$ cat src/rtl/dbg_arb_pkg.sv
// Shared types for the debug-memory arbiter: host identifiers and arbiter states.
package dbg_arb_pkg;

   typedef enum logic {
      HostInstr = 1'b0,
      HostData  = 1'b1
   } host_e;

   typedef enum logic {
      ArbIdle = 1'b0,
      ArbHold = 1'b1
   } arb_state_e;

endpackage

$ cat src/rtl/arb_id_fifo.sv
// Response-ID FIFO: remembers which host owns each outstanding device transaction.
module arb_id_fifo
   import dbg_arb_pkg::*;
#(
   parameter  int unsigned Depth = 2,
   localparam int unsigned CntW  = $clog2(Depth + 1)
) (
   input  logic            clk_i,
   input  logic            rst_i,
   input  logic            push_i,
   input  logic            pop_i,
   input  host_e           wdata_i,
   output host_e           rdata_o,
   output logic            full_o,
   output logic            empty_o,
   output logic [CntW-1:0] count_o
);

   localparam int unsigned PtrW = (Depth > 1) ? $clog2(Depth) : 1;

   host_e           mem_q [Depth];
   logic [PtrW-1:0] wr_ptr_q, wr_ptr_d;
   logic [PtrW-1:0] rd_ptr_q, rd_ptr_d;
   logic [CntW-1:0] count_q, count_d;
   logic            push_ok, pop_ok;

   function automatic logic [PtrW-1:0] ptr_inc(input logic [PtrW-1:0] p);
      return (p == PtrW'(Depth - 1)) ? '0 : p + 1'b1;
   endfunction

   assign full_o  = (count_q == CntW'(Depth));
   assign empty_o = (count_q == '0);
   assign count_o = count_q;
   assign rdata_o = mem_q[rd_ptr_q];

   assign push_ok = push_i & ~full_o;
   assign pop_ok  = pop_i & ~empty_o;

   always_comb begin
      wr_ptr_d = wr_ptr_q;
      rd_ptr_d = rd_ptr_q;
      count_d  = count_q;
      if (push_ok) wr_ptr_d = ptr_inc(wr_ptr_q);
      if (pop_ok)  rd_ptr_d = ptr_inc(rd_ptr_q);
      if (push_ok && !pop_ok)      count_d = count_q + 1'b1;
      else if (!push_ok && pop_ok) count_d = count_q - 1'b1;
   end

   always_ff @(posedge clk_i) begin
      if (rst_i) begin
         wr_ptr_q <= '0;
         rd_ptr_q <= '0;
         count_q  <= '0;
      end else begin
         wr_ptr_q <= wr_ptr_d;
         rd_ptr_q <= rd_ptr_d;
         count_q  <= count_d;
      end
   end

   always_ff @(posedge clk_i) begin
      if (push_ok) mem_q[wr_ptr_q] <= wdata_i;
   end

endmodule

$ cat src/rtl/dbg_mem_arbiter.sv
// Shares the debug-memory slave port between instruction fetch and the bus data port,
// returning every response in order to the host that issued it.
//
// state   | meaning
// ArbIdle | selection made combinationally from current requests
// ArbHold | request presented but not yet granted; mux locked to sel_q
module dbg_mem_arbiter
   import dbg_arb_pkg::*;
#(
   parameter int unsigned AddrWidth      = 32,
   parameter int unsigned DataWidth      = 32,
   parameter int unsigned MaxOutstanding = 2,
   parameter bit          FetchPriority  = 1'b0
) (
   input  logic                   clk_i,
   input  logic                   rst_i,
   input  logic                   if_req_i,
   input  logic [AddrWidth-1:0]   if_addr_i,
   output logic                   if_gnt_o,
   output logic                   if_rvalid_o,
   output logic [DataWidth-1:0]   if_rdata_o,
   input  logic                   d_req_i,
   input  logic                   d_we_i,
   input  logic [DataWidth/8-1:0] d_be_i,
   input  logic [AddrWidth-1:0]   d_addr_i,
   input  logic [DataWidth-1:0]   d_wdata_i,
   output logic                   d_gnt_o,
   output logic                   d_rvalid_o,
   output logic [DataWidth-1:0]   d_rdata_o,
   output logic                   dev_req_o,
   output logic                   dev_we_o,
   output logic [DataWidth/8-1:0] dev_be_o,
   output logic [AddrWidth-1:0]   dev_addr_o,
   output logic [DataWidth-1:0]   dev_wdata_o,
   input  logic                   dev_gnt_i,
   input  logic                   dev_rvalid_i,
   input  logic [DataWidth-1:0]   dev_rdata_i,
   output logic                   unexp_rsp_o
);

   localparam int unsigned CntW = $clog2(MaxOutstanding + 1);

   arb_state_e      state_q, state_d;
   host_e           sel_q, sel_d, sel_c;
   host_e           rr_last_q, rr_last_d;
   host_e           fifo_head;
   logic            blk_q;
   logic            unexp_q, unexp_d;
   logic            out_blk, req_sel, can_issue, hs, pop;
   logic            fifo_full, fifo_empty;
   logic [CntW-1:0] fifo_cnt;

   // Outputs stay quiet during reset and for the first cycle after it.
   assign out_blk   = rst_i | blk_q;
   assign can_issue = ~fifo_full && (fifo_cnt < CntW'(MaxOutstanding));

   always_comb begin
      sel_c = HostInstr;
      if (state_q == ArbHold) begin
         sel_c = sel_q;
      end else if (if_req_i && d_req_i) begin
         if (FetchPriority) sel_c = HostInstr;
         else               sel_c = (rr_last_q == HostInstr) ? HostData : HostInstr;
      end else if (d_req_i) begin
         sel_c = HostData;
      end
   end

   assign req_sel   = (sel_c == HostInstr) ? if_req_i : d_req_i;
   assign dev_req_o = req_sel & can_issue & ~out_blk;
   assign hs        = dev_req_o & dev_gnt_i;
   assign if_gnt_o  = hs & (sel_c == HostInstr);
   assign d_gnt_o   = hs & (sel_c == HostData);

   always_comb begin
      dev_we_o    = 1'b0;
      dev_be_o    = '0;
      dev_addr_o  = '0;
      dev_wdata_o = '0;
      if (!out_blk) begin
         if (sel_c == HostInstr) begin
            dev_addr_o = if_addr_i;
            dev_be_o   = '1;
         end else begin
            dev_we_o    = d_we_i;
            dev_be_o    = d_be_i;
            dev_addr_o  = d_addr_i;
            dev_wdata_o = d_wdata_i;
         end
      end
   end

   always_comb begin
      state_d   = state_q;
      sel_d     = sel_q;
      rr_last_d = rr_last_q;
      if (hs) rr_last_d = sel_c;
      case (state_q)
         ArbIdle: begin
            if (req_sel && !hs) begin
               state_d = ArbHold;
               sel_d   = sel_c;
            end
         end
         ArbHold: begin
            if (hs || !req_sel) state_d = ArbIdle;
         end
         default: state_d = ArbIdle;
      endcase
   end

   // Responses are routed combinationally from the FIFO head; no extra pipeline stage.
   assign pop         = dev_rvalid_i & ~fifo_empty;
   assign if_rvalid_o = pop & (fifo_head == HostInstr) & ~out_blk;
   assign d_rvalid_o  = pop & (fifo_head == HostData) & ~out_blk;
   assign if_rdata_o  = if_rvalid_o ? dev_rdata_i : '0;
   assign d_rdata_o   = d_rvalid_o ? dev_rdata_i : '0;

   assign unexp_d     = unexp_q | (dev_rvalid_i & fifo_empty);
   assign unexp_rsp_o = unexp_q & ~out_blk;

   always_ff @(posedge clk_i) begin
      if (rst_i) begin
         state_q   <= ArbIdle;
         sel_q     <= HostInstr;
         rr_last_q <= HostData;
         blk_q     <= 1'b1;
         unexp_q   <= 1'b0;
      end else begin
         state_q   <= state_d;
         sel_q     <= sel_d;
         rr_last_q <= rr_last_d;
         blk_q     <= 1'b0;
         unexp_q   <= unexp_d;
      end
   end

   arb_id_fifo #(
      .Depth (MaxOutstanding)
   ) u_id_fifo (
      .clk_i   (clk_i),
      .rst_i   (rst_i),
      .push_i  (hs),
      .pop_i   (pop),
      .wdata_i (sel_c),
      .rdata_o (fifo_head),
      .full_o  (fifo_full),
      .empty_o (fifo_empty),
      .count_o (fifo_cnt)
   );

endmodule

$ cat config.mk
export PLATFORM = sky130hd
export DESIGN_NAME = dbg_mem_arbiter
export DESIGN_NICKNAME = d
export VERILOG_FILES = /design/src/rtl/dbg_arb_pkg.sv /design/src/rtl/arb_id_fifo.sv /design/src/rtl/dbg_mem_arbiter.sv
export SDC_FILE = /design/constraint.sdc
export NUM_CORES = 1
export LEC_CHECK = 0
export BUFFER_PORTS_ARGS = -buffer_cell sky130_fd_sc_hd__clkbuf_2
export CAP_MARGIN = 5
export CORE_AREA = 10 10 100 102
export DETAILED_ROUTE_END_ITERATION = 8
export DIE_AREA = 0 0 110 112
export GPL_TIMING_DRIVEN = 0
export PLACE_DENSITY = 0.74
export SLEW_MARGIN = 20
export SYNTH_ARGS = -nofsm -noshare
export SYNTH_HDL_FRONTEND = slang
export SYNTH_SLANG_ARGS = --single-unit
$ cat constraint.sdc
create_clock -name clk_i -period 6.25 [get_ports clk_i]
set_input_delay 1.25 -clock clk_i [delete_from_list [all_inputs] [get_ports clk_i]]
set_output_delay 1.25 -clock clk_i [all_outputs]
set_load 0.01 [all_outputs]
==> report_table.html, run 1 <==
<table>
<tr><th>Metric</th><th>Value</th></tr>
<tr><th colspan="2">Final layout</th></tr>
<tr><td>Synth-to-layout area growth</td><td>91.6%</td></tr>
<tr><td>Utilization after layout</td><td>0.407</td></tr>
<tr><td>Total area of sequential cells</td><td>approximately 260 µm²</td></tr>
<tr><td>Post-layout instance area</td><td>around 3300 µm²</td></tr>
<tr><td>Count of non-filler cells in the finished layout</td><td>between 600 and 700</td></tr>
<tr><td>Fillers</td><td>~850</td></tr>
<tr><td>Count of nets after finishing</td><td>roughly 670</td></tr>
<tr><td>Proportion of layout cells with a drive suffix above 1</td><td>0.547</td></tr>
<tr><td>Multi-input combinational cell area</td><td>about 1400 µm²</td></tr>
<tr><th colspan="2">Pwr</th></tr>
<tr><td>Switching power share of the total</td><td>0.386</td></tr>
<tr><td>Lkg Pwr</td><td>about 2.1 nW</td></tr>
<tr><td>Sw Pwr</td><td>between 0.15 and 0.2 mW</td></tr>
<tr><td>Power Internal</td><td>around 0.24 mW</td></tr>
<tr><td>Sequential share of power</td><td>0.277</td></tr>
<tr><td>Clock network power share</td><td>0.183</td></tr>
<tr><td>Power density relative to cell area</td><td>approximately 120 nW/µm²</td></tr>
<tr><td>Total power</td><td>about 0.4 mW</td></tr>
<tr><td>Worst VDD drop</td><td>0.0590 mV</td></tr>
<tr><td>Relative contribution of combinational cells to total power</td><td>0.540</td></tr>
<tr><th colspan="2">Critical path</th></tr>
<tr><td>Ordered cell list for the critical path</td><td>clkbuf_2 -&gt; or2_1 -&gt; clkbuf_1 -&gt; nor3_1 -&gt; clkbuf_1 -&gt; and2_1 -&gt; clkbuf_2</td></tr>
<tr><td>Cell class contributing the biggest share of worst-path delay</td><td>simple AND/OR/NAND/NOR gates</td></tr>
<tr><td>Slowest cell on the critical path</td><td>sky130_fd_sc_hd__nor3_1</td></tr>
<tr><td>Critical path data arrival time</td><td>3.02 ns</td></tr>
<tr><td>Type of element capturing the critical path</td><td>output port</td></tr>
<tr><td>Crit path max fanout</td><td>10</td></tr>
<tr><td>Start of the worst register-to-register path</td><td>u_id_fifo.count_o[1]</td></tr>
<tr><td>CP required</td><td>roughly 5 ns</td></tr>
<tr><td>Largest stage delay on the critical path</td><td>approximately 0.6 ns</td></tr>
<tr><td>Buffer and inverter count on the worst path</td><td>4</td></tr>
<tr><td>Worst reg-to-reg path cell count</td><td>5</td></tr>
<tr><td>Slack of the worst reg-to-reg path</td><td>between 4 and 5 ns</td></tr>
<tr><td>Kind of critical path</td><td>in -&gt; out</td></tr>
<tr><td>RR Endpoint</td><td>u_id_fifo.count_o[1]</td></tr>
<tr><td>Element type at the critical path start</td><td>input pin</td></tr>
<tr><th colspan="2">Clock network</th></tr>
<tr><td>Clock root cell</td><td>sky130_fd_sc_hd__clkbuf_8</td></tr>
<tr><td>TritonCTS Sinks</td><td>12</td></tr>
<tr><td>Number of buffers inserted to repair setup after CTS</td><td>0</td></tr>
<tr><td>Number of clock buffers inserted by TritonCTS</td><td>3</td></tr>
<tr><td>Count of instances resized after the clock tree is built</td><td>0</td></tr>
<tr><td>H-tree depth</td><td>1</td></tr>
<tr><td>CTS max path bufs</td><td>2</td></tr>
<tr><td>Number of buffers inserted for hold repair after clock tree synthesis</td><td>0</td></tr>
<tr><td>Clock Latency Late Sink</td><td>about 0.24 ns</td></tr>
<tr><td>Clock input transition at the sequential cells of the worst setup and hold paths</td><td>0.05 ns</td></tr>
<tr><td>CTS tree</td><td>yes</td></tr>
<tr><th colspan="2">Logic synthesis</th></tr>
<tr><td>Cell area after synthesis</td><td>between 1500 and 2000 µm²</td></tr>
<tr><td>Ranking of synthesized cells by area</td><td>sky130_fd_sc_hd__and2_1 (36%), sky130_fd_sc_hd__mux2i_1 (20%), sky130_fd_sc_hd__dfxtp_1 (12%)</td></tr>
<tr><td>Gate count after technology mapping</td><td>244</td></tr>
<tr><td>Yosys top cell area share</td><td>0.362</td></tr>
<tr><td>Mean instance size in the synthesized netlist</td><td>approximately 7.0 µm²</td></tr>
<tr><td>Yosys synthesis warning count</td><td>0</td></tr>
<tr><td>Cell variety after synth</td><td>29</td></tr>
<tr><td>Post-Syn Nets</td><td>about 380</td></tr>
<tr><td>Number of synthesized register bits</td><td>12</td></tr>
<tr><td>Sequential cell area fraction in the yosys report</td><td>0.152</td></tr>
<tr><td>Library cell with the largest summed area after synthesis</td><td>sky130_fd_sc_hd__and2_1</td></tr>
<tr><th colspan="2">Route</th></tr>
<tr><td>DRC</td><td>0</td></tr>
<tr><td>Post-Route WL</td><td>roughly 10,000 µm</td></tr>
<tr><td>Number of DRC violations after detailed-routing iteration 0</td><td>between 60 and 70</td></tr>
<tr><td>Post-DR wirelength/cell</td><td>16.2 µm</td></tr>
<tr><td>First drt pass iteration count</td><td>6</td></tr>
<tr><td>Via count of the routed design</td><td>roughly 2,700</td></tr>
<tr><td>Routed via count divided by cell count</td><td>roughly 4.3</td></tr>
<tr><td>Number of antenna-violating nets in the routed design</td><td>0</td></tr>
<tr><th colspan="2">STA</th></tr>
<tr><td>Unrepaired setup endpoints after global routing</td><td>no</td></tr>
<tr><td>Final Hold Viols</td><td>0</td></tr>
<tr><td>Setup Total Neg Slack</td><td>0 ns</td></tr>
<tr><td>Final setup slack of the worst path</td><td>between 1.5 and 2 ns</td></tr>
<tr><td>Worst Hold Margin</td><td>roughly 0.49 ns</td></tr>
<tr><td>Highest attainable clock frequency</td><td>234 MHz</td></tr>
<tr><td>Worst clock skew on the final layout</td><td>around 0.0018 ns</td></tr>
<tr><td>Number of slew-limit violations in the final report</td><td>0</td></tr>
<tr><td>Worst-margin pin slew</td><td>0.658 ns</td></tr>
<tr><td>Max-Slew Margin vs Limit</td><td>0.558</td></tr>
<tr><td>Count of endpoints failing setup in the final report</td><td>0</td></tr>
<tr><td>Final period util</td><td>0.683</td></tr>
<tr><td>Final critical delay including setup and external delays</td><td>~4.3 ns</td></tr>
<tr><th colspan="2">Floorplanning</th></tr>
<tr><td>Die extent in y</td><td>112 µm</td></tr>
<tr><td>Placement Rows</td><td>33</td></tr>
<tr><td>Die area</td><td>12,300 µm²</td></tr>
<tr><td>Number of top-level design ports</td><td>approximately 280</td></tr>
<tr><td>Placeable core area</td><td>approximately 8000 µm²</td></tr>
<tr><td>Effective utilization at floorplan</td><td>0.212</td></tr>
<tr><td>Horizontal die dimension</td><td>roughly 110 µm</td></tr>
<tr><th colspan="2">Global route</th></tr>
<tr><td>Initial antenna violation count</td><td>1</td></tr>
<tr><td>Tot GR Track Use</td><td>0.149</td></tr>
<tr><td>Via count of the first global-routing pass</td><td>~3,000</td></tr>
<tr><td>Maximum number of pins on one net before global-route repair</td><td>11</td></tr>
<tr><td>Wire length of the first global-routing pass</td><td>between 15,000 and 20,000 µm</td></tr>
<tr><td>Overflow after GRT</td><td>0</td></tr>
<tr><th colspan="2">Placed design</th></tr>
<tr><td>Number of buffers inserted by port buffering</td><td>277</td></tr>
<tr><td>Post-placement setup slack</td><td>approximately 1.9 ns</td></tr>
<tr><td>Post-DP HPWL</td><td>~9400 µm</td></tr>
<tr><td>Final GP Congestion</td><td>around 0.87</td></tr>
<tr><td>Cell count after placement</td><td>approximately 630</td></tr>
<tr><td>DP Area</td><td>about 3200 µm²</td></tr>
<tr><th colspan="2">Worst hold path</th></tr>
<tr><td>Hold WC Path Type</td><td>reg -&gt; reg</td></tr>
<tr><td>Worst Hold End</td><td>rr_last_q</td></tr>
<tr><td>Number of cells on the worst hold path</td><td>2</td></tr>
<tr><td>Hold Startpoint</td><td>rr_last_q</td></tr>
<tr><th colspan="2">Outcome</th></tr>
<tr><td>Run status</td><td>completed</td></tr>
<tr><th colspan="2">Flow run</th></tr>
<tr><td># Max-Cap Violations</td><td>0</td></tr>
</table>
## power groups by stage
| stage | combinational, mW | sequential [mW] | clock (mW) |
|---|---|---|---|
| 6_report | 0.214 | 0.110 | 0.0726 |
| 3_5_place_dp | 0.216 | 0.112 | 0 |
| 4_1_cts | 0.217 | 0.110 | 0.0740 |
| 3_3_place_gp | 0.210 | 0.111 | 0 |
| 5_1_grt | 0.239 | 0.113 | 0.0788 |
| 2_1_floorplan | 0.119 | 0.108 | 0 |
## worst min-delay path, stage by stage (launching register included)
cell,delay [ns]
sky130_fd_sc_hd__dfxtp_1,0.33
sky130_fd_sc_hd__nor3_1,0.06
sky130_fd_sc_hd__nor2_1,0.07
## sequential cells by signal (all words and copies together) (netlist names), named ones only
register and flops:
u_id_fifo.count_o 2, state_q 1, rr_last_q 1, sel_q 1, unexp_q 1, u_id_fifo.mem_q 2, u_id_fifo.wr_ptr_q 1, blk_q 1
u_id_fifo.rd_ptr_q 1
## final cells by class
type / count / area share
timing repair buffer: 277 / 0.423
multi-input combinational: 211 / 0.415
sequential: 12 / 0.0795
tap: 105 / 0.0401
buffer: 19 / 0.0248
clock buffer: 3 / 0.0126
inverter: 2 / 0.00229
clock inverter: 1 / 0.00115
antenna: 1 / 0.000764
## metal layers
metal / routed length (µm) / GRT usage / vias to the layer above
met1: 3360 / 0.143 / 1158
met4: 155 / 0.0356 / 0
li1: - / - / 1346
met5: 0 / 0 / -
met3: 1390 / 0.0531 / 11
met2: 5310 / 0.287 / 173
## cells in the mapped netlist (all sizes together)
cell type / number
a211oi: 1
a21o: 1
a21oi: 3
a22oi: 1
and2: 99
buf: 6
clkbuf: 13
dfxtp: 10
edfxtp: 2
ha: 1
inv: 2
mux2i: 34
nand2: 1
nand4b: 1
nor2: 50
nor2b: 1
nor3: 6
nor3b: 1
nor4b: 1
o21ai: 2
o31ai: 1
or2: 1
or3: 1
or4b: 1
xnor2: 1
xor2: 3
## placed cells by master, fill, tap and decap left out, drive strengths merged, types with 2 or more instances in the layout
cell type,synthesis,layout
a21oi,3,3
and2,99,99
dfxtp,10,10
nor3,6,6
inv,2,2
clkbuf,13,293
o21ai,2,2
buf,6,6
nor2,50,50
xor2,3,3
edfxtp,2,2
mux2i,34,34
## logic make-up (layout without fill, tap and decap cells)
group | after synthesis | count (layout) | synth area share
AO/OA/AOI/OAI | 9 | 9 | 0.0395
XOR/XNOR | 4 | 4 | 0.0205
adder cells (fa/ha/maj) | 1 | 1 | 0.00732
buffers and inverters | 21 | 302 | 0.0520
flip-flops | 12 | 12 | 0.152
multiplexers | 34 | 34 | 0.199
other | 0 | 1 | 0
AND/OR/NAND/NOR | 163 | 163 | 0.529
## worst max-delay path by stage
stage,startpoint,endpoint,slack (ns),cells after the start
2_1_floorplan,rst_i,d_rdata_o[22],2.57,5
4_1_cts,rst_i,d_rdata_o[5],1.88,7
3_5_place_dp,rst_i,d_rdata_o[5],1.89,7
3_3_place_gp,rst_i,d_rdata_o[3],1.90,7
5_1_grt,rst_i,d_rdata_o[3],1.79,7
6_report,rst_i,d_rdata_o[5],1.98,7
Note: power is estimated with default switching activity, not from simulation.
==> run 2, diff against run 1 <==
- PLACE_DENSITY: 0.74 -> 0.76
- clock period: 6.25 -> 3.8 ns (I/O delays scaled with it)
==> run 2 against run 1 <==
  * Hold slack lost 0.011 ns
  * Core utilization is essentially flat
  * Largest cell class unchanged
  * Sequential power grew 65%
  * Final cell count shrank 0.16%
==> report_table.html, run 2 (synthesis results as in run 1) <==
<table>
<tr><th>Metric</th><th>Value</th></tr>
<tr><th colspan="2">Pwr</th></tr>
<tr><td>Sw Pwr</td><td>0.248 mW (+62%)</td></tr>
<tr><td>Power density relative to cell area</td><td>199 nW/µm² (+64%)</td></tr>
<tr><td>Power Internal</td><td>0.403 mW (+65%)</td></tr>
<tr><td>Sequential share of power</td><td>0.277 (about the same)</td></tr>
<tr><td>Relative contribution of combinational cells to total power</td><td>0.543 (+0.003)</td></tr>
<tr><td>Clock network power share</td><td>0.180 (-0.003)</td></tr>
<tr><td>Switching power share of the total</td><td>0.381 (-0.00478)</td></tr>
<tr><td>Lkg Pwr</td><td>2.10 nW (about the same)</td></tr>
<tr><td>Worst VDD drop</td><td>0.103 mV (+75%)</td></tr>
<tr><td>Total power</td><td>0.651 mW (+64%)</td></tr>
<tr><th colspan="2">Global route</th></tr>
<tr><td>Overflow after GRT</td><td>0 (unchanged)</td></tr>
<tr><td>Wire length of the first global-routing pass</td><td>15,200 µm (+0.82%)</td></tr>
<tr><td>Maximum number of pins on one net before global-route repair</td><td>11 (unchanged)</td></tr>
<tr><td>Initial antenna violation count</td><td>0 (-1)</td></tr>
<tr><td>Via count of the first global-routing pass</td><td>2,996 (+1.0%)</td></tr>
<tr><td>Tot GR Track Use</td><td>0.148 (-0.000970)</td></tr>
<tr><th colspan="2">Final layout</th></tr>
<tr><td>Post-layout instance area</td><td>3270 µm² (about the same)</td></tr>
<tr><td>Highest-count cells in the layout ignoring fill and taps</td><td>sky130_fd_sc_hd__clkbuf_2 (277), sky130_fd_sc_hd__and2_1 (99), sky130_fd_sc_hd__nor2_1 (50)</td></tr>
<tr><td>Proportion of layout cells with a drive suffix above 1</td><td>0.547 (unchanged)</td></tr>
<tr><td>Utilization after layout</td><td>0.406 (about the same)</td></tr>
<tr><td>Fillers</td><td>830 (-1.9%)</td></tr>
<tr><td>Count of nets after finishing</td><td>666 (unchanged)</td></tr>
<tr><td>Synth-to-layout area growth</td><td>91.4% (about the same)</td></tr>
<tr><td>Most frequent standard cell in the layout excluding fill and tap cells</td><td>sky130_fd_sc_hd__clkbuf_2</td></tr>
<tr><td>Ant. Diodes</td><td>0 (-1)</td></tr>
<tr><th colspan="2">STA</th></tr>
<tr><td>Worst clock skew on the final layout</td><td>0.00379 ns (+0.00198 ns)</td></tr>
<tr><td>Number of slew-limit violations in the final report</td><td>0 (unchanged)</td></tr>
<tr><td>Max-Slew Margin vs Limit</td><td>0.517 (-0.0410)</td></tr>
<tr><td>Worst-margin pin slew</td><td>0.719 ns (+0.0610 ns)</td></tr>
<tr><td>Highest attainable clock frequency</td><td>roughly 300 MHz</td></tr>
<tr><td>Final period util</td><td>0.874</td></tr>
<tr><td>Final critical delay including setup and external delays</td><td>3.32 ns</td></tr>
<tr><td>Count of endpoints failing setup in the final report</td><td>0 (unchanged)</td></tr>
<tr><td>Unrepaired setup endpoints after global routing</td><td>no</td></tr>
<tr><td>Final Hold Viols</td><td>0 (unchanged)</td></tr>
<tr><td>Setup Total Neg Slack</td><td>0 ns (unchanged)</td></tr>
<tr><td>Worst Hold Margin</td><td>0.480 ns (-0.0114 ns)</td></tr>
<tr><th colspan="2">Critical path</th></tr>
<tr><td>Kind of critical path</td><td>in -&gt; out</td></tr>
<tr><td>Ordered cell list for the critical path</td><td>clkbuf_2 -&gt; or2_1 -&gt; clkbuf_1 -&gt; nor3_1 -&gt; clkbuf_1 -&gt; and2_1 -&gt; clkbuf_2</td></tr>
<tr><td>Element type at the critical path start</td><td>input pin</td></tr>
<tr><td>Critical path data arrival time</td><td>2.56 ns (-0.46 ns)</td></tr>
<tr><td>Buffer and inverter count on the worst path</td><td>4 (unchanged)</td></tr>
<tr><td>Slowest cell on the critical path</td><td>sky130_fd_sc_hd__nor3_1</td></tr>
<tr><td>Type of element capturing the critical path</td><td>output port</td></tr>
<tr><td>Cell class contributing the biggest share of worst-path delay</td><td>simple AND/OR/NAND/NOR gates</td></tr>
<tr><td>Largest stage delay on the critical path</td><td>0.65 ns (+0.06 ns)</td></tr>
<tr><td>CP required</td><td>3.04 ns (-1.96 ns)</td></tr>
<tr><td>Crit path max fanout</td><td>10 (unchanged)</td></tr>
<tr><th colspan="2">Floorplanning</th></tr>
<tr><td>Placement Rows</td><td>33 (unchanged)</td></tr>
<tr><td>Horizontal die dimension</td><td>110 µm (unchanged)</td></tr>
<tr><td>Effective utilization at floorplan</td><td>0.212 (unchanged)</td></tr>
<tr><td>Placeable core area</td><td>8050 µm² (unchanged)</td></tr>
<tr><td>Die area</td><td>12,300 µm² (unchanged)</td></tr>
<tr><td>Number of top-level design ports</td><td>278 (unchanged)</td></tr>
<tr><td>Die extent in y</td><td>112 µm (unchanged)</td></tr>
<tr><th colspan="2">Clock network</th></tr>
<tr><td>TritonCTS Sinks</td><td>12 (unchanged)</td></tr>
<tr><td>Count of instances resized after the clock tree is built</td><td>0 (unchanged)</td></tr>
<tr><td>H-tree depth</td><td>1 (unchanged)</td></tr>
<tr><td>Number of buffers inserted to repair setup after CTS</td><td>0 (unchanged)</td></tr>
<tr><td>Number of clock buffers inserted by TritonCTS</td><td>3 (unchanged)</td></tr>
<tr><td>Clock Latency Late Sink</td><td>0.23 ns (about the same)</td></tr>
<tr><td>Clock input transition at the sequential cells of the worst setup and hold paths</td><td>0.05 ns (about the same)</td></tr>
<tr><td>CTS tree</td><td>yes</td></tr>
<tr><td>Clock root cell</td><td>sky130_fd_sc_hd__clkbuf_8</td></tr>
<tr><td>CTS max path bufs</td><td>2 (unchanged)</td></tr>
<tr><td>Number of buffers inserted for hold repair after clock tree synthesis</td><td>0 (unchanged)</td></tr>
<tr><th colspan="2">Route</th></tr>
<tr><td>DRC</td><td>0 (unchanged)</td></tr>
<tr><td>Routed via count divided by cell count</td><td>4.30 (+0.94%)</td></tr>
<tr><td>First drt pass iteration count</td><td>4 (-2)</td></tr>
<tr><td>Number of antenna-violating nets in the routed design</td><td>0 (unchanged)</td></tr>
<tr><td>Via count of the routed design</td><td>2,709 (+0.78%)</td></tr>
<tr><td>Post-Route WL</td><td>10,500 µm (+2.3%)</td></tr>
<tr><td>Number of DRC violations after detailed-routing iteration 0</td><td>93 (+35%)</td></tr>
<tr><td>Post-DR wirelength/cell</td><td>16.6 µm (+2.5%)</td></tr>
<tr><th colspan="2">Placed design</th></tr>
<tr><td>DP Area</td><td>3230 µm² (unchanged)</td></tr>
<tr><td>Final GP Congestion</td><td>0.909 (+4.7%)</td></tr>
<tr><td>Post-DP HPWL</td><td>9690 µm (+3.3%)</td></tr>
<tr><td>Number of buffers inserted by port buffering</td><td>277 (unchanged)</td></tr>
<tr><th colspan="2">Worst hold path</th></tr>
<tr><td>Hold WC Path Type</td><td>reg -&gt; reg</td></tr>
<tr><th colspan="2">Flow run</th></tr>
<tr><td># Max-Cap Violations</td><td>0 (unchanged)</td></tr>
<tr><th colspan="2">Outcome</th></tr>
<tr><td>Run status</td><td>completed</td></tr>
</table>
[run 2: cell types whose count changed in the layout (fill, tap and decap cells not counted)]
cell / before / now
sky130_fd_sc_hd__diode_2: 1 / 0
sky130_fd_sc_hd__clkinv_1: 1 / 0
sky130_fd_sc_hd__clkbuf_1: 13 / 14
[run 2: final cells by class]
type,instances,area (µm²),area share
clock buffer,4,45.0,0.0138
tap,105,131,0.0402
multi-input combinational,211,1360,0.416
sequential,12,260,0.0795
inverter,2,7.51,0.00229
timing repair buffer,277,1390,0.424
buffer,19,81.3,0.0249
[run 2: per-stage QoR]
step	cells	setup slack, ns
2_1_floorplan	244	1.10
3_3_place_gp	626	0.479
3_5_place_dp	626	0.452
4_1_cts	630	0.449
5_1_grt	630	0.321
6_report	630	0.477
[run 2: metal layers]
| layer | vias up | track usage | part of all wire |
|---|---|---|---|
| met3 | 8 | 0.0542 | 0.14 |
| li1 | 1338 | - | - |
| met2 | 180 | 0.278 | 0.49 |
| met5 | - | 0 | 0 |
| met4 | 0 | 0.0313 | 0.017 |
| met1 | 1183 | 0.149 | 0.34 |
[run 2: worst register-to-register path, delay by kind of cell, from the launching register on]
kind,cells,cell delay [ns]
simple gates,2,0.95
fa+ha+maj,1,0.32
compound gates,2,0.46
flops,1,0.35
[run 2: final timing paths]
kind | to | slack [ns] | startpoint | cells past startpoint
min | unexp_q | 0.48 | unexp_q | 2
max reg2reg | u_id_fifo.count_o[1] | 1.64 | u_id_fifo.count_o[1] | 5
max | d_rdata_o[11] | 0.48 | rst_i | 7
min reg2reg | unexp_q | 0.48 | unexp_q | 2
[run 2: power groups by stage]
stage | Clock, mW | Sequential (mW) | Combinational [mW]
after floorplan | 0 | 0.178 | 0.196
after global placement | 0 | 0.181 | 0.347
after detailed placement | 0 | 0.183 | 0.356
after CTS | 0.120 | 0.181 | 0.358
after global routing | 0.128 | 0.186 | 0.392
final | 0.117 | 0.181 | 0.353
==> run 3, diff against run 2 <==
- CORE_AREA: 10 10 100 102 -> 3 3 108 110
- DIE_AREA: 0 0 110 112 -> 0 0 111 113
- PLACE_DENSITY: 0.76 -> 0.63
- SYNTH_HIERARCHICAL: not set -> 1
==> run 3 against run 2 <==
  * Clock power up 18%
  * Sequential power decreased by 21%
  * Count of clock-buffer cells in the layout is the same
  * Maximum frequency increased by 15%
  * Synthesized area increased by 5.9%
  * Setup slack improved by 0.44 ns
  * Register-to-register slack worse by 0.05 ns
  * Via count up 5.6%
  * Critical path depth stayed put
  * Clock skew barely moved
  * Critical path type unchanged
  * Largest cell class unchanged
==> report_table.html, run 3 <==
<table>
<tr><th>Metric</th><th>Value</th></tr>
<tr><th colspan="2">Outcome</th></tr>
<tr><td>Run status</td><td>completed</td></tr>
<tr><th colspan="2">Critical path</th></tr>
<tr><td>RR Endpoint</td><td>u_id_fifo/count_o[1]</td></tr>
<tr><td>Start of the worst register-to-register path</td><td>u_id_fifo/count_o[1]</td></tr>
<tr><td>CP required</td><td>3.04 ns (about the same)</td></tr>
<tr><td>Largest stage delay on the critical path</td><td>0.32 ns (-0.33 ns)</td></tr>
<tr><td>Slowest cell on the critical path</td><td>sky130_fd_sc_hd__and3_1</td></tr>
<tr><td>Worst reg-to-reg path cell count</td><td>9 (+4)</td></tr>
<tr><td>Kind of critical path</td><td>in -&gt; out</td></tr>
<tr><td>Slack of the worst reg-to-reg path</td><td>1.59 ns (-0.05 ns)</td></tr>
<tr><td>Type of element capturing the critical path</td><td>output port</td></tr>
<tr><td>Element type at the critical path start</td><td>input pin</td></tr>
<tr><td>Ordered cell list for the critical path</td><td>clkbuf_2 -&gt; buf_6 -&gt; nor2_4 -&gt; and3_1 -&gt; clkbuf_2 -&gt; and2_1 -&gt; clkbuf_2</td></tr>
<tr><td>Critical path data arrival time</td><td>2.12 ns (-0.44 ns)</td></tr>
<tr><td>Crit path max fanout</td><td>10 (unchanged)</td></tr>
<tr><td>Buffer and inverter count on the worst path</td><td>4 (unchanged)</td></tr>
<tr><td>Most frequent CP cell</td><td>sky130_fd_sc_hd__clkbuf_2</td></tr>
<tr><td>Cell class contributing the biggest share of worst-path delay</td><td>buffers and inverters</td></tr>
<tr><th colspan="2">Route</th></tr>
<tr><td>Number of DRC violations after detailed-routing iteration 0</td><td>142 (+53%)</td></tr>
<tr><td>DRC</td><td>0 (unchanged)</td></tr>
<tr><td>First drt pass iteration count</td><td>4 (unchanged)</td></tr>
<tr><td>Routed via count divided by cell count</td><td>4.03 (-6.4%)</td></tr>
<tr><td>Post-Route WL</td><td>8920 µm (-15%)</td></tr>
<tr><td>Via count of the routed design</td><td>2,862 (+5.6%)</td></tr>
<tr><td>Post-DR wirelength/cell</td><td>12.5 µm (-24%)</td></tr>
<tr><td>Number of antenna-violating nets in the routed design</td><td>0 (unchanged)</td></tr>
<tr><th colspan="2">Placed design</th></tr>
<tr><td>Post-DP HPWL</td><td>7940 µm (-18%)</td></tr>
<tr><td>Final GP Congestion</td><td>0.860 (-5.4%)</td></tr>
<tr><td>Number of buffers inserted by port buffering</td><td>277 (unchanged)</td></tr>
<tr><th colspan="2">Floorplanning</th></tr>
<tr><td>Placement Rows</td><td>38 (+15%)</td></tr>
<tr><td>Horizontal die dimension</td><td>111 µm (+0.91%)</td></tr>
<tr><td>Die area</td><td>12,500 µm² (+1.8%)</td></tr>
<tr><td>Effective utilization at floorplan</td><td>0.168 (-0.0445)</td></tr>
<tr><td>Number of top-level design ports</td><td>278 (unchanged)</td></tr>
<tr><td>Placeable core area</td><td>10,800 µm² (+34%)</td></tr>
<tr><td>Die extent in y</td><td>113 µm (+0.89%)</td></tr>
<tr><th colspan="2">Final layout</th></tr>
<tr><td>Synth-to-layout area growth</td><td>89.3%</td></tr>
<tr><td>Most frequent standard cell in the layout excluding fill and tap cells</td><td>sky130_fd_sc_hd__clkbuf_2</td></tr>
<tr><td>Ant. Diodes</td><td>0 (unchanged)</td></tr>
<tr><td>Count of nets after finishing</td><td>712 (+6.9%)</td></tr>
<tr><td>Utilization after layout</td><td>0.318 (-0.0888)</td></tr>
<tr><td>Highest-count cells in the layout ignoring fill and taps</td><td>sky130_fd_sc_hd__clkbuf_2 (281), sky130_fd_sc_hd__nand2_1 (67), sky130_fd_sc_hd__and2_1 (67)</td></tr>
<tr><td>Proportion of layout cells with a drive suffix above 1</td><td>0.545 (-0.00201)</td></tr>
<tr><th colspan="2">Global route</th></tr>
<tr><td>Wire length of the first global-routing pass</td><td>13,400 µm (-12%)</td></tr>
<tr><td>Tot GR Track Use</td><td>0.129 (-0.0193)</td></tr>
<tr><td>Via count of the first global-routing pass</td><td>2,621 (-13%)</td></tr>
<tr><td>Overflow after GRT</td><td>0 (unchanged)</td></tr>
<tr><td>Maximum number of pins on one net before global-route repair</td><td>12 (+1)</td></tr>
<tr><td>Initial antenna violation count</td><td>0 (unchanged)</td></tr>
<tr><th colspan="2">Clock network</th></tr>
<tr><td>Number of clock buffers inserted by TritonCTS</td><td>3 (unchanged)</td></tr>
<tr><td>Clock root cell</td><td>sky130_fd_sc_hd__clkbuf_8</td></tr>
<tr><td>Number of buffers inserted to repair setup after CTS</td><td>0 (unchanged)</td></tr>
<tr><td>CTS max path bufs</td><td>2 (unchanged)</td></tr>
<tr><td>TritonCTS Sinks</td><td>12 (unchanged)</td></tr>
<tr><td>Number of buffers inserted for hold repair after clock tree synthesis</td><td>0 (unchanged)</td></tr>
<tr><td>H-tree depth</td><td>1 (unchanged)</td></tr>
<tr><td>Count of instances resized after the clock tree is built</td><td>0 (unchanged)</td></tr>
<tr><td>Clock Latency Late Sink</td><td>0.24 ns (about the same)</td></tr>
<tr><td>CTS tree</td><td>yes</td></tr>
<tr><td>Clock input transition at the sequential cells of the worst setup and hold paths</td><td>0.05 ns (about the same)</td></tr>
<tr><th colspan="2">STA</th></tr>
<tr><td>Number of slew-limit violations in the final report</td><td>0 (unchanged)</td></tr>
<tr><td>Max-Slew Margin vs Limit</td><td>0.734 (+0.217)</td></tr>
<tr><td>Unrepaired setup endpoints after global routing</td><td>no</td></tr>
<tr><td>Final critical delay including setup and external delays</td><td>2.88 ns (-0.445 ns)</td></tr>
<tr><td>Highest attainable clock frequency</td><td>347 MHz (+15%)</td></tr>
<tr><td>Worst clock skew on the final layout</td><td>0.00405 ns (+0.000263 ns)</td></tr>
<tr><td>Final Hold Viols</td><td>0 (unchanged)</td></tr>
<tr><td>Worst-margin pin slew</td><td>0.400 ns (-0.319 ns)</td></tr>
<tr><td>Final period util</td><td>0.757 (-0.117)</td></tr>
<tr><td>Count of endpoints failing setup in the final report</td><td>0 (unchanged)</td></tr>
<tr><td>Setup Total Neg Slack</td><td>0 ns (unchanged)</td></tr>
<tr><th colspan="2">Pwr</th></tr>
<tr><td>Clock network power share</td><td>0.257 (+0.077)</td></tr>
<tr><td>Sw Pwr</td><td>0.187 mW (-25%)</td></tr>
<tr><td>Power Internal</td><td>0.351 mW (-13%)</td></tr>
<tr><td>Switching power share of the total</td><td>0.347 (-0.0339)</td></tr>
<tr><td>Lkg Pwr</td><td>2.18 nW (+3.6%)</td></tr>
<tr><td>Relative contribution of combinational cells to total power</td><td>0.478 (-0.065)</td></tr>
<tr><td>Worst VDD drop</td><td>0.0862 mV (-17%)</td></tr>
<tr><td>Sequential share of power</td><td>0.265 (-0.012)</td></tr>
<tr><td>Power density relative to cell area</td><td>157 nW/µm² (-21%)</td></tr>
<tr><th colspan="2">Logic synthesis</th></tr>
<tr><td>Cell area after synthesis</td><td>1810 µm² (+5.9%)</td></tr>
<tr><td>Mean instance size in the synthesized netlist</td><td>6.24 µm² (-11%)</td></tr>
<tr><td>Number of synthesized register bits</td><td>12 (unchanged)</td></tr>
<tr><td>Gate count after technology mapping</td><td>290 (+19%)</td></tr>
<tr><td>Yosys synthesis warning count</td><td>6 (+6)</td></tr>
<tr><td>Top flip-flop cell by instance count after synthesis</td><td>sky130_fd_sc_hd__dfxtp_1</td></tr>
<tr><td>Sequential cell area fraction in the yosys report</td><td>0.144 (-0.00852)</td></tr>
<tr><td>Yosys top cell area share</td><td>0.232 (-0.131)</td></tr>
<tr><td>Post-Syn Nets</td><td>430 (+12%)</td></tr>
<tr><td>Synth cell count leaders</td><td>sky130_fd_sc_hd__and2_1 (67), sky130_fd_sc_hd__nand2_1 (67), sky130_fd_sc_hd__a21oi_1 (35), sky130_fd_sc_hd__and3_1 (34), sky130_fd_sc_hd__nor2_1 (19)</td></tr>
<tr><td>Library cell with the largest summed area after synthesis</td><td>sky130_fd_sc_hd__and2_1</td></tr>
<tr><td>Cell variety after synth</td><td>32 (+10%)</td></tr>
<tr><td>Number of synthesized flops with an enable pin</td><td>2 (unchanged)</td></tr>
<tr><td>Share of synthesized flip-flops with an asynchronous set or reset</td><td>0 (unchanged)</td></tr>
<tr><td>Ranking of synthesized cells by area</td><td>sky130_fd_sc_hd__and2_1 (23%), sky130_fd_sc_hd__nand2_1 (14%), sky130_fd_sc_hd__and3_1 (12%)</td></tr>
<tr><th colspan="2">Worst hold path</th></tr>
<tr><td>Hold Startpoint</td><td>unexp_q</td></tr>
<tr><td>Worst Hold End</td><td>unexp_q</td></tr>
<tr><td>Hold WC Path Type</td><td>reg -&gt; reg</td></tr>
<tr><td>Number of cells on the worst hold path</td><td>2 (unchanged)</td></tr>
<tr><th colspan="2">Flow run</th></tr>
<tr><td># Max-Cap Violations</td><td>0 (unchanged)</td></tr>
</table>
[run 3: power groups by stage]
stage | sequential (mW) | combinational [mW] | clock, mW
after CTS | 0.143 | 0.259 | 0.143
final | 0.143 | 0.257 | 0.138
after detailed placement | 0.145 | 0.258 | 0
after floorplan | 0.144 | 0.126 | 0
after global routing | 0.144 | 0.288 | 0.149
after global placement | 0.145 | 0.258 | 0
[run 3: layout make-up]
type | count | area [µm²]
Buffer | 25 | 175
Inverter | 3 | 11.3
Tap cell | 140 | 175
Clock buffer | 4 | 55.1
Timing Repair Buffer | 277 | 1390
Multi-Input combinational cell | 250 | 1360
Fill cell | 1219 | 7370
Sequential cell | 12 | 260
[run 3: kinds of logic after synthesis]
family	share of synthesized area
AO/OA/AOI/OAI	0.125
XOR/XNOR	0.0145
adder cells (fa/ha/maj)	0.00691
buffers and inverters	0.103
flip-flops	0.144
multiplexers	0.0173
AND/OR/NAND/NOR	0.589
[run 3: worst max-delay path by stage]
stage / start / end / slack, ns / cells past startpoint
floorplan: rst_i / dev_addr_o[18] / 1.39 / 5
global placement: rst_i / d_rdata_o[14] / 0.84 / 7
detailed placement: rst_i / if_rdata_o[29] / 0.87 / 8
CTS: rst_i / if_rdata_o[29] / 0.87 / 8
global route: rst_i / if_rdata_o[24] / 0.72 / 8
finish: rst_i / d_rdata_o[20] / 0.92 / 7
[run 3: worst min-delay path, delay by kind of cell, from the launching register on]
kind | cells | cell delay, ns
flip-flops | 1 | 0.32
AO/OA/AOI/OAI | 1 | 0.04
AND/OR/NAND/NOR | 1 | 0.07
[run 3: routing by layer]
layer / share of wire / track usage
met5: 0 / 0
met2: 0.50 / 0.219
met3: 0.084 / 0.0251
met4: 0.0012 / 0.0156
met1: 0.42 / 0.174
[run 3: stage by stage]
stage	instance area [µm²]	cells	total power, mW	worst slack (ns)	hold WS [ns]
floorplan	1810	290	0.270	1.39	0.429
global placement	3370	707	0.403	0.839	0.461
detailed placement	3370	707	0.404	0.874	0.456
CTS	3430	711	0.545	0.872	0.485
global route	3430	711	0.580	0.720	0.535
finish	3430	711	0.537	0.922	0.473
